--- src/rtl/serial_adder_subtractor_pkg.sv ---
// -----------------------------------------------------------------------------
// serial_adder_subtractor_pkg
// Shared definitions for the serial adder/subtractor:
//   - DEFAULT_ADDER_WIDTH / DEFAULT_CHUNK_WIDTH : default parameter values
//   - state_e   : control FSM state encoding (IDLE / BUSY / DONE)
//   - idx_width : width of the chunk index counter for a given chunk count
// -----------------------------------------------------------------------------
package serial_adder_subtractor_pkg;

  localparam int DEFAULT_ADDER_WIDTH = 32;
  localparam int DEFAULT_CHUNK_WIDTH = 8;

  typedef enum logic [1:0] {
    ST_IDLE = 2'd0,
    ST_BUSY = 2'd1,
    ST_DONE = 2'd2
  } state_e;

  // A single-chunk configuration still needs a 1-bit index register.
  function automatic int idx_width(input int nchunk);
    return (nchunk > 1) ? $clog2(nchunk) : 1;
  endfunction

endpackage

--- src/rtl/serial_adder_subtractor_if.sv ---
// -----------------------------------------------------------------------------
// serial_adder_subtractor_if
// Operand/result handshake bundle for serial_adder_subtractor.
//   in_valid/in_ready  : operand handshake (A, B, sub)
//   out_valid/out_ready: result handshake (sum, cout, overflow, zero)
//   busy               : block is not idle
// Modports: master = operand producer / result consumer, slave = the adder.
// -----------------------------------------------------------------------------
interface serial_adder_subtractor_if
  import serial_adder_subtractor_pkg::*;
#(
  parameter int ADDER_WIDTH = DEFAULT_ADDER_WIDTH
) ();

  logic                   in_valid;
  logic                   in_ready;
  logic [ADDER_WIDTH-1:0] A;
  logic [ADDER_WIDTH-1:0] B;
  logic                   sub;
  logic                   out_valid;
  logic                   out_ready;
  logic [ADDER_WIDTH-1:0] sum;
  logic                   cout;
  logic                   overflow;
  logic                   zero;
  logic                   busy;

  modport master (
    output in_valid, A, B, sub, out_ready,
    input  in_ready, out_valid, sum, cout, overflow, zero, busy
  );

  modport slave (
    input  in_valid, A, B, sub, out_ready,
    output in_ready, out_valid, sum, cout, overflow, zero, busy
  );

endinterface

--- src/rtl/serial_adder_subtractor_chunk_adder.sv ---
// -----------------------------------------------------------------------------
// chunk_adder
// Purely combinational CHUNK_WIDTH-bit adder with carry in/out.
//   a, b : chunk operands
//   cin  : carry in
//   s    : chunk sum
//   cout : carry out of the chunk MSB
// -----------------------------------------------------------------------------
module chunk_adder
  import serial_adder_subtractor_pkg::*;
#(
  parameter int CHUNK_WIDTH = DEFAULT_CHUNK_WIDTH
) (
  input  logic [CHUNK_WIDTH-1:0] a,
  input  logic [CHUNK_WIDTH-1:0] b,
  input  logic                   cin,
  output logic [CHUNK_WIDTH-1:0] s,
  output logic                   cout
);

  assign {cout, s} = {1'b0, a} + {1'b0, b} + {{CHUNK_WIDTH{1'b0}}, cin};

endmodule

--- src/rtl/serial_adder_subtractor.sv ---
// -----------------------------------------------------------------------------
// serial_adder_subtractor
// Multi-cycle adder/subtractor computing CHUNK_WIDTH bits per cycle through a
// single reused chunk_adder. Result = A + (B ^ {sub}) + sub, so sub=1 gives
// A - B. Latency from acceptance to out_valid is ADDER_WIDTH/CHUNK_WIDTH cycles.
//   clk  : clock, rising edge
//   rst  : synchronous active-high reset (aborts any operation)
//   bus  : serial_adder_subtractor_if.slave (handshakes, operands, result)
// Parameters: ADDER_WIDTH (operand width), CHUNK_WIDTH (must divide
// ADDER_WIDTH).
// Build option: define ADD_SUB_FLAGS_EN to produce registered cout, overflow
// and zero; otherwise those outputs are tied low.
// -----------------------------------------------------------------------------
module serial_adder_subtractor
  import serial_adder_subtractor_pkg::*;
#(
  parameter int ADDER_WIDTH = DEFAULT_ADDER_WIDTH,
  parameter int CHUNK_WIDTH = DEFAULT_CHUNK_WIDTH
) (
  input logic                     clk,
  input logic                     rst,
  serial_adder_subtractor_if.slave bus
);

  localparam int NCHUNK = ADDER_WIDTH / CHUNK_WIDTH;
  localparam int IDX_W  = idx_width(NCHUNK);
  localparam logic [IDX_W-1:0] LAST_IDX = IDX_W'(NCHUNK - 1);

  state_e                 state_q, state_d;
  logic [IDX_W-1:0]       idx_q, idx_d;
  logic                   carry_q, carry_d;
  logic [ADDER_WIDTH-1:0] a_q, a_d;
  logic [ADDER_WIDTH-1:0] b_q, b_d;    // B already conditioned by sub
  logic [ADDER_WIDTH-1:0] sum_q, sum_d;

  logic [CHUNK_WIDTH-1:0] chunk_a, chunk_b, chunk_s;
  logic                   chunk_cout;
  logic                   last_chunk;

  assign chunk_a    = a_q[int'(idx_q) * CHUNK_WIDTH +: CHUNK_WIDTH];
  assign chunk_b    = b_q[int'(idx_q) * CHUNK_WIDTH +: CHUNK_WIDTH];
  assign last_chunk = (idx_q == LAST_IDX);

  chunk_adder #(
    .CHUNK_WIDTH(CHUNK_WIDTH)
  ) u_chunk_adder (
    .a    (chunk_a),
    .b    (chunk_b),
    .cin  (carry_q),
    .s    (chunk_s),
    .cout (chunk_cout)
  );

  always_comb begin
    // NOTE: every signal gets a default before the case so no path leaves it
    // unassigned, which would otherwise infer a latch.
    state_d = state_q;
    idx_d   = idx_q;
    carry_d = carry_q;
    a_d     = a_q;
    b_d     = b_q;
    sum_d   = sum_q;
    case (state_q)
      ST_IDLE: begin
        if (bus.in_valid) begin
          a_d     = bus.A;
          b_d     = bus.B ^ {ADDER_WIDTH{bus.sub}};
          carry_d = bus.sub;
          idx_d   = '0;
          state_d = ST_BUSY;
        end
      end
      ST_BUSY: begin
        sum_d[int'(idx_q) * CHUNK_WIDTH +: CHUNK_WIDTH] = chunk_s;
        carry_d = chunk_cout;
        idx_d   = idx_q + IDX_W'(1);
        if (last_chunk) begin
          idx_d   = '0;
          state_d = ST_DONE;
        end
      end
      ST_DONE: begin
        if (bus.out_ready) state_d = ST_IDLE;
      end
      default: state_d = ST_IDLE;
    endcase
  end

  always_ff @(posedge clk) begin
    // NOTE: sequential state uses non-blocking assignments so every flop
    // samples pre-edge values regardless of statement order.
    if (rst) begin
      state_q <= ST_IDLE;
      idx_q   <= '0;
      carry_q <= 1'b0;
      sum_q   <= '0;
    end else begin
      state_q <= state_d;
      idx_q   <= idx_d;
      carry_q <= carry_d;
      sum_q   <= sum_d;
    end
  end

  // NOTE: operand registers carry no reset; they are always reloaded on
  // acceptance before being read, so resetting them would only cost area.
  always_ff @(posedge clk) begin
    a_q <= a_d;
    b_q <= b_d;
  end

`ifdef ADD_SUB_FLAGS_EN
  logic cout_q, cout_d;
  logic ovf_q, ovf_d;
  logic zero_q, zero_d;

  // Flags are captured on the final chunk, when sum_d holds the full result.
  always_comb begin
    cout_d = cout_q;
    ovf_d  = ovf_q;
    zero_d = zero_q;
    if (state_q == ST_BUSY && last_chunk) begin
      cout_d = chunk_cout;
      ovf_d  = (a_q[ADDER_WIDTH-1] == b_q[ADDER_WIDTH-1]) &&
               (chunk_s[CHUNK_WIDTH-1] != a_q[ADDER_WIDTH-1]);
      zero_d = (sum_d == '0);
    end
  end

  always_ff @(posedge clk) begin
    if (rst) begin
      cout_q <= 1'b0;
      ovf_q  <= 1'b0;
      zero_q <= 1'b0;
    end else begin
      cout_q <= cout_d;
      ovf_q  <= ovf_d;
      zero_q <= zero_d;
    end
  end

  assign bus.cout     = cout_q;
  assign bus.overflow = ovf_q;
  assign bus.zero     = zero_q;
`else
  assign bus.cout     = 1'b0;
  assign bus.overflow = 1'b0;
  assign bus.zero     = 1'b0;
`endif

  assign bus.in_ready  = (state_q == ST_IDLE);
  assign bus.out_valid = (state_q == ST_DONE);
  assign bus.busy      = (state_q != ST_IDLE);
  assign bus.sum       = sum_q;

endmodule
--- src/flat_wrapper.sv ---
// flat-port wrapper written by rule: the top's interface ports become plain ports
module serial_adder_subtractor_flat import serial_adder_subtractor_pkg::*;
#(
  parameter int ADDER_WIDTH = DEFAULT_ADDER_WIDTH,
  parameter int CHUNK_WIDTH = DEFAULT_CHUNK_WIDTH
)
  (clk, rst, bus_in_valid, bus_A, bus_B, bus_sub, bus_out_ready, bus_in_ready, bus_out_valid, bus_sum, bus_cout, bus_overflow, bus_zero, bus_busy);
  serial_adder_subtractor_if #(.ADDER_WIDTH(ADDER_WIDTH)) bus_i ();
  input logic clk;
  input logic rst;
  input wire logic [$bits(bus_i.in_valid)-1:0] bus_in_valid;
  input wire logic [$bits(bus_i.A)-1:0] bus_A;
  input wire logic [$bits(bus_i.B)-1:0] bus_B;
  input wire logic [$bits(bus_i.sub)-1:0] bus_sub;
  input wire logic [$bits(bus_i.out_ready)-1:0] bus_out_ready;
  output wire logic [$bits(bus_i.in_ready)-1:0] bus_in_ready;
  output wire logic [$bits(bus_i.out_valid)-1:0] bus_out_valid;
  output wire logic [$bits(bus_i.sum)-1:0] bus_sum;
  output wire logic [$bits(bus_i.cout)-1:0] bus_cout;
  output wire logic [$bits(bus_i.overflow)-1:0] bus_overflow;
  output wire logic [$bits(bus_i.zero)-1:0] bus_zero;
  output wire logic [$bits(bus_i.busy)-1:0] bus_busy;
  assign bus_i.in_valid = bus_in_valid;
  assign bus_i.A = bus_A;
  assign bus_i.B = bus_B;
  assign bus_i.sub = bus_sub;
  assign bus_i.out_ready = bus_out_ready;
  assign bus_in_ready = bus_i.in_ready;
  assign bus_out_valid = bus_i.out_valid;
  assign bus_sum = bus_i.sum;
  assign bus_cout = bus_i.cout;
  assign bus_overflow = bus_i.overflow;
  assign bus_zero = bus_i.zero;
  assign bus_busy = bus_i.busy;
  serial_adder_subtractor #(.ADDER_WIDTH(ADDER_WIDTH), .CHUNK_WIDTH(CHUNK_WIDTH)) u_core (.clk(clk), .rst(rst), .bus(bus_i));
endmodule
--- config.mk ---
export PLATFORM = sky130hd
export DESIGN_NAME = serial_adder_subtractor_flat
export DESIGN_NICKNAME = d
export VERILOG_FILES = /design/src/rtl/serial_adder_subtractor_pkg.sv /design/src/rtl/serial_adder_subtractor_if.sv /design/src/rtl/serial_adder_subtractor_chunk_adder.sv /design/src/rtl/serial_adder_subtractor.sv /design/src/flat_wrapper.sv
export SDC_FILE = /design/constraint.sdc
export NUM_CORES = 1
export LEC_CHECK = 0
export CORE_AREA = 5 5 78 133
export CTS_CLUSTER_SIZE = 14
export DETAILED_ROUTE_END_ITERATION = 8
export DIE_AREA = 0 0 83 138
export PLACE_DENSITY = 0.78
export REMOVE_ABC_BUFFERS = 1
export SLEW_MARGIN = 20
export SYNTH_ARGS = -nofsm -noshare
export SYNTH_HDL_FRONTEND = slang
export SYNTH_SLANG_ARGS = --single-unit
--- constraint.sdc ---
create_clock -name clk -period 4.6 [get_ports clk]
set_input_delay 0.46 -clock clk [delete_from_list [all_inputs] [get_ports clk]]
set_output_delay 0.46 -clock clk [all_outputs]
set_load 0.02 [all_outputs]
==> impl_summary.md, run 1 <==
Clock tree
The H-tree level count is 3. The TritonCTS clock tree is built. The cell chosen for the clock root is sky130_fd_sc_hd__clkbuf_16. The post-cts resize count is 0. After clock tree synthesis, the setup repair step added 0 buffers.

The clock-pin transition on the worst setup and hold timing paths is 60 ps. Clock latency on the worst-skew pair, taken at its later pin, is ~340 ps. The hold buffer count at cts is 0. The number of buffers created by CTS is 9. No sink is reached through more buffers than the 2 on the longest clock path. For this design, the sink count on the clock tree is just over 100.

Placed design
Counting tap cells, the placed design contains a total of between 500 and 600 instances. The worst slack at placement is roughly 1600 ps. The HPWL after detailed placement is 6930 um. The congestion estimate from routability-driven global placement came to roughly 0.86.

The count of buffers from port buffering is 103.

Logic synthesis
Summed over all instances, the cell type with the most area after synthesis is sky130_fd_sc_hd__edfxtp_1. The number of synthesized flops with an enable pin is 64. After synthesis, the share of flip-flops with an asynchronous set or reset is 0. The number of library cell types mapped by synthesis is 43. The sequential-to-total area share from yosys stat is 0.602. The cell count after synthesis came out at slightly above 300.

By area the synthesized netlist is led by sky130_fd_sc_hd__edfxtp_1 43%, sky130_fd_sc_hd__dfxtp_1 17%, sky130_fd_sc_hd__mux4_2 8.1%. The area of the mapped netlist is 0.00442 mm^2. In the post-synthesis netlist, the cell with the most instances is sky130_fd_sc_hd__edfxtp_1. The number of synthesized register bits is 101.

Ranked by instance count, the synthesized netlist is headed by 64 x sky130_fd_sc_hd__edfxtp_1, 37 x sky130_fd_sc_hd__dfxtp_1, 36 x sky130_fd_sc_hd__xor2_1, 32 x sky130_fd_sc_hd__nor2_1, 27 x sky130_fd_sc_hd__a22oi_1. After synthesis, the mean cell area works out to 14.2 um^2. The share of synthesized area in the top cell type comes to 0.435. The total number of yosys warnings is 0. The most used flip-flop cell after synthesis is sky130_fd_sc_hd__edfxtp_1.

Layout
The multi-input combinational cell area is between 0.0015 and 0.002 mm^2. For this run, the share of the core covered by cells in the final layout is 0.644. The count of antenna diodes in the layout is 0. Fill cells in the final layout number between 700 and 800. The count of non-filler cells in the finished layout is 540. The synthesis-to-finish area growth is 32.4%. The sequential cells in the finished layout cover a total of roughly 0.0027 mm^2.

The net count of the finished layout is ~500. In the final layout, the share of cells above drive strength 1 is 0.107.

STA
The hold violation count in the final report came to 0. Static timing analysis puts the maximum clock frequency at 334 MHz. In the finished design, the share of the clock period the worst path needs comes to 0.651.

The post-route minimum period is approximately 3000 ps. The number of max-slew violations in the final report is 0. Measured against its own limit, the worst slew margin works out to 0.403. After routing, the total negative slack on setup checks comes to 0 ps. The worst-case clock skew is approximately 7 ps. For the pin with the worst max-slew slack, the measured transition is around 900 ps. Setup repair after global routing left no endpoint under its margin. The setup violation total in the final timing report is 0. The final critical-path setup slack is around 1600 ps.

Floorplan
After floorplanning, the core was divided into between 40 and 50 placement rows. The die is roughly 140 um tall. The initial core utilization is 0.486.

107 I/O pins were placed. The die covers 0.0115 mm^2. The core region is around 0.0091 mm^2. The die boundary width is approximately 83 um.

Setup path
For the worst setup path, the data required time is around 4800 ps. The arrival time reported for the critical path endpoint is approximately 3200 ps. The maximum fanout encountered on the critical timing path is 23. The critical path capture point type is a flop. The type of the setup path with the least slack is flop to flop.

The category of the worst setup path launch point is a flop.

Route
After detailed routing, the total wire length is between 9000 and 10,000 um. Dividing the detail-routed wire length by the instance count gives ~17 um. Before antenna repair, the detailed router went through 5 iterations. The via count is roughly 2,900. The initial DRC count is 169.

The final routed DRC violation total is 0. The detail route stage leaves a number of antenna-violating nets equal to 0. After detailed routing, the number of vias per cell comes to about 5.3.

Power
The leakage power is 2.10 nW. IR analysis of the VDD net gives a maximum drop of approximately 270 uV. For this design the ratio of total power to cell area is about 360 mW/mm^2.

Overall power consumption after layout is estimated at 2.12 mW.

Flow run
The number of max-cap violations is 0.

GRT
The first global-routing pass estimated 14,800 um of wire. The overall global routing resource usage is 0.164. The number of antenna violations at the first check in global routing is 0. After global routing the overflow that remains totals 0.

The number of global-route vias before repair is around 3,000. Entering global routing, the biggest net connects 66 pins.

Worst hold path
The worst hold-check path type is flop to flop.

Outcome
The flow ran to the end, and the final reports show no timing, DRC or antenna violations.
## through the flow
| step | area (um^2) | hold slack [ps] |
|---|---|---|
| 2_1_floorplan | 4340 | 436 |
| 3_3_place_gp | 5550 | 457 |
| 3_5_place_dp | 5550 | 478 |
| 4_1_cts | 5860 | 492 |
| 5_1_grt | 5860 | 513 |
| 6_report | 5860 | 494 |
## critical path, stage by stage, from the launching register on
cell and delay, ps:
sky130_fd_sc_hd__dfxtp_2 360, sky130_fd_sc_hd__buf_4 380, sky130_fd_sc_hd__mux4_2 590, sky130_fd_sc_hd__ha_1 340
sky130_fd_sc_hd__a211oi_1 270, sky130_fd_sc_hd__o31ai_1 160, sky130_fd_sc_hd__and4b_1 230, sky130_fd_sc_hd__nor3_1 350
sky130_fd_sc_hd__o21ai_0 180
## kinds of logic (layout without fill, tap and decap cells)
kind of cell / after synthesis / count (layout) / synth area share
AO/OA/AOI/OAI: 52 / 52 / 0.0801
XOR/XNOR: 37 / 37 / 0.0733
adder cells (fa/ha/maj): 15 / 15 / 0.0458
buffers and inverters: 26 / 133 / 0.0289
flip-flops: 101 / 101 / 0.602
multiplexers: 17 / 17 / 0.0838
other: 1 / 3 / 0.000848
AND/OR/NAND/NOR: 62 / 62 / 0.0852
## cell type report
| type | instances | area share |
|---|---|---|
| clock buffer | 13 | 0.0500 |
| clock inverter | 3 | 0.00256 |
| inverter | 10 | 0.00641 |
| multi-input combinational | 186 | 0.280 |
| sequential | 101 | 0.455 |
| tap | 120 | 0.0256 |
| timing repair buffer | 107 | 0.180 |
## routing by layer
metal	vias to the layer above	GRT usage	wire, um
li1	1351	-	-
met1	1397	0.161	3260
met2	95	0.321	5420
met3	10	0.0380	459
met4	0	0.0655	148
met5	-	0	0
## registers in the layout, indices dropped and copies added, names as in the netlist
signal / cells
u_core.a_q: 32
u_core.idx_q: 2
u_core.state_q: 2
u_core.bus.sum: 32
u_core.carry_q: 1
u_core.b_q: 32
## path summary, 6_finish.rpt
path / from / endpoint / slack (ps) / cells past startpoint
setup / recovery: u_core.idx_q[0] / u_core.bus.sum[15] / 1610 / 8
hold / removal: u_core.bus.sum[23] / u_core.bus.sum[23] / 490 / 2
setup reg to reg: u_core.idx_q[0] / u_core.bus.sum[15] / 1610 / 8
hold reg to reg: u_core.bus.sum[23] / u_core.bus.sum[23] / 490 / 2
## power breakdown
group          switching [mW]  internal [mW]
clock                   0.303          0.445
combinational           0.178          0.159
sequential             0.0167           1.02
total                   0.498           1.63
## layout by cell type (no fill, tap or decap), drive strengths merged, types with 2 or more instances in the layout
master / count
nor4b: 2
clkdlybuf4s50: 102
xor2: 36
nand2: 6
o21ai: 10
a21oi: 5
ha: 13
nand3b: 9
edfxtp: 64
inv: 12
mux4: 16
buf: 5
nor2: 32
dfxtp: 37
nand2b: 4
conb: 3
nor3: 2
o21bai: 2
a22oi: 27
clkbuf: 13
fa: 2
Note: power is estimated with default switching activity, not from simulation.
==> inputs of run 2 (changes only) <==
clock period = 3.1 ns   (was 4.6 ns; I/O delays follow)
==> impl_summary.md, run 2 (synthesized netlist as in run 1, its figures left out) <==
Outcome
The flow ran to the end, and the final reports show no timing, DRC or antenna violations.

Setup path
STA classifies the critical path startpoint as a flop. The type of the setup path with the least slack is flop to flop. The worst register-to-register path begins at u_core.idx_q[0].

The critical register-to-register path endpoint is u_core.bus.sum[6]. The length in cells of the worst reg-to-reg path is 8. The worst setup path startpoint is u_core.idx_q[0]. The arrival time reported for the critical path endpoint is roughly 3100 ps. For flop-to-flop paths, the worst setup slack is between 200 and 250 ps. The worst setup path is captured at a flop. The maximum fanout encountered on the critical timing path is 4.

The worst setup path endpoint is u_core.bus.sum[6]. For the worst setup path, the data required time is 3320 ps.

Flow run
The number of max-cap violations is 0.

Route
The detail route stage leaves a number of antenna-violating nets equal to 0. For this block, the initial DRC count from the detailed router was between 150 and 200. The average detailed-routed wire length per instance is between 15 and 20 um. In the routed layout, each cell is associated on average with a via count of between 5 and 6. The first TritonRoute pass finished after 5 iterations. The via count is 2,830. The total wire length after detailed routing is slightly above 9000 um. For this run, design rule violations remaining after detail routing come to 0.

Layout
The net count of the finished layout is between 500 and 600. Of the cells placed in the final design, the portion with a size suffix greater than 1 is 0.116. The library cells used most frequently in the layout, excluding fill and tap cells, are 102 x sky130_fd_sc_hd__clkdlybuf4s50_1, 64 x sky130_fd_sc_hd__edfxtp_1, 36 x sky130_fd_sc_hd__xor2_1, 36 x sky130_fd_sc_hd__dfxtp_1, 32 x sky130_fd_sc_hd__nor2_1. 0 antenna diodes ended up in the layout. After filler insertion, the fill cell instance count of the layout stands at about 740. With fillers left out, the area of the finished cells amounts to 0.00589 mm^2. The multi-input combinational cell area is ~0.0016 mm^2. In the final layout, flip-flops and latches occupy between 0.002 and 0.003 mm^2. The synthesis-to-finish area growth is 33.2%.

The commonest non-fill, non-tap cell in the layout is sky130_fd_sc_hd__clkdlybuf4s50_1.

STA
The hold violation count in the final report came to 0. Hold timing on the final database bottoms out at a slack of 487 ps. The number of max-slew violations in the final report is 0. Dividing the final minimum period by the clock period gives 0.934.

The normalized max-slew margin is 0.542. At the pin with the least slew margin, the transition time is between 600 and 700 ps. The clock period could shrink to between 2000 and 3000 ps. The setup violation total in the final timing report is 0. The worst-case clock skew is roughly 4 ps. Derived from the worst setup path, the maximum achievable clock frequency is between 300 and 400 MHz.

Power
The worst-case IR drop observed on VDD is around 330 uV. The total design power is around 3.2 mW. For this design the static power due to leakage is ~2.1 nW. Power spread over the standard cell area amounts to roughly 550 mW/mm^2.

Worst hold path
The worst hold-check path type is flop to flop.

GRT
The total congestion overflow is 0. The number of antenna violations at the first check in global routing came to 0. The largest net degree at the start of global routing is between 50 and 60. The number of global-route vias before repair is 3,048. The global-route wire length before repair is 15,000 um.

The overall global routing resource usage is 0.167.

Clock tree
The TritonCTS clock tree is built. In this run the number of H-tree levels came out at 3. Buffers added to address setup during post-CTS repair amount to 0. The cell chosen for the clock root is sky130_fd_sc_hd__clkbuf_16. The buffer depth of the longest clock path is 2. Gates resized during post-CTS repair numbered 0. The clock reaches the later pin of the worst-skew pair after approximately 340 ps. For this design, the CTS-stage hold fixing added 0 buffers.

Clock-pin slew was measured on the worst setup and hold paths at around 70 ps. The clock drives ~100 sinks. The number of buffers created by CTS is 9.

Floorplan
The die boundary width is about 83 um. The total number of placement rows is between 40 and 50. The floorplan die area is approximately 0.011 mm^2. The region available for standard cell placement spans slightly above 0.009 mm^2. The number of I/O pins is about 110. The initial utilization of the core area, before any placement, comes to 0.486. The die is 138 um tall.

Placed design
The count of buffers from port buffering is between 100 and 150. The congestion estimate from routability-driven global placement came to between 0.8 and 0.9. The wire-length estimate of the detail-placed layout is around 7200 um. The placed instance area is 0.00556 mm^2.
run 2: cell types whose count changed in the layout (fill, tap and decap cells not counted), moves of 2 or more:
cell	previous run	this run
sky130_fd_sc_hd__clkinvlp_4	0	3
sky130_fd_sc_hd__bufinv_16	0	2
sky130_fd_sc_hd__clkbuf_16	11	9
sky130_fd_sc_hd__clkinv_1	0	2
run 2: critical path, stage by stage, from the launching register on:
cell                      delay, ps
sky130_fd_sc_hd__dfxtp_2        370
sky130_fd_sc_hd__mux4_2         530
sky130_fd_sc_hd__fa_2           440
sky130_fd_sc_hd__fa_1           500
sky130_fd_sc_hd__a21oi_2        200
sky130_fd_sc_hd__o21ai_0        110
sky130_fd_sc_hd__a21oi_1        190
sky130_fd_sc_hd__xor2_1         290
sky130_fd_sc_hd__o21ai_0        140
run 2: per-stage QoR:
step	setup TNS, ps	utilization	setup WS, ps	cells
6_report	0	0.647	206	542
3_3_place_gp	0	0.612	196	526
5_1_grt	-41.9	0.647	-22.0	542
4_1_cts	0	0.646	89.5	542
3_5_place_dp	0	0.612	110	526
2_1_floorplan	-5210	-	-506	297
run 2: area by class of cell:
cell class,count,share of cell area
repair buffers,109,0.183
multi-input cells,186,0.280
flip-flops and latches,101,0.452
inverters,10,0.00637
well taps,120,0.0255
clock inverters,7,0.0153
clock buffers,9,0.0382
run 2: how the worst min path moves through the flow:
stage	startpoint	endpoint	cells after the start
2_1_floorplan	rst	u_core.bus.sum[0]	1
3_3_place_gp	u_core.state_q[1]	u_core.state_q[0]	1
3_5_place_dp	u_core.bus.sum[22]	u_core.bus.sum[22]	2
4_1_cts	u_core.bus.sum[22]	u_core.bus.sum[22]	2
5_1_grt	u_core.bus.sum[22]	u_core.bus.sum[22]	2
6_report	u_core.bus.sum[22]	u_core.bus.sum[22]	2
run 2: power breakdown:
part	internal [mW]	leakage [nW]	total (mW)	switching [mW]
logic	0.244	1.04	0.509	0.265
registers	1.51	0.909	1.54	0.0267
clock network	0.701	0.143	1.17	0.465
run 2: layer usage:
metal	up-vias	part of all wire	wire length, um	global-route usage
li1	1349	-	-	-
met2	88	0.59	5550	0.326
met3	13	0.043	401	0.0291
met4	0	0.024	220	0.0801
met1	1380	0.34	3170	0.164
met5	-	0	0	0
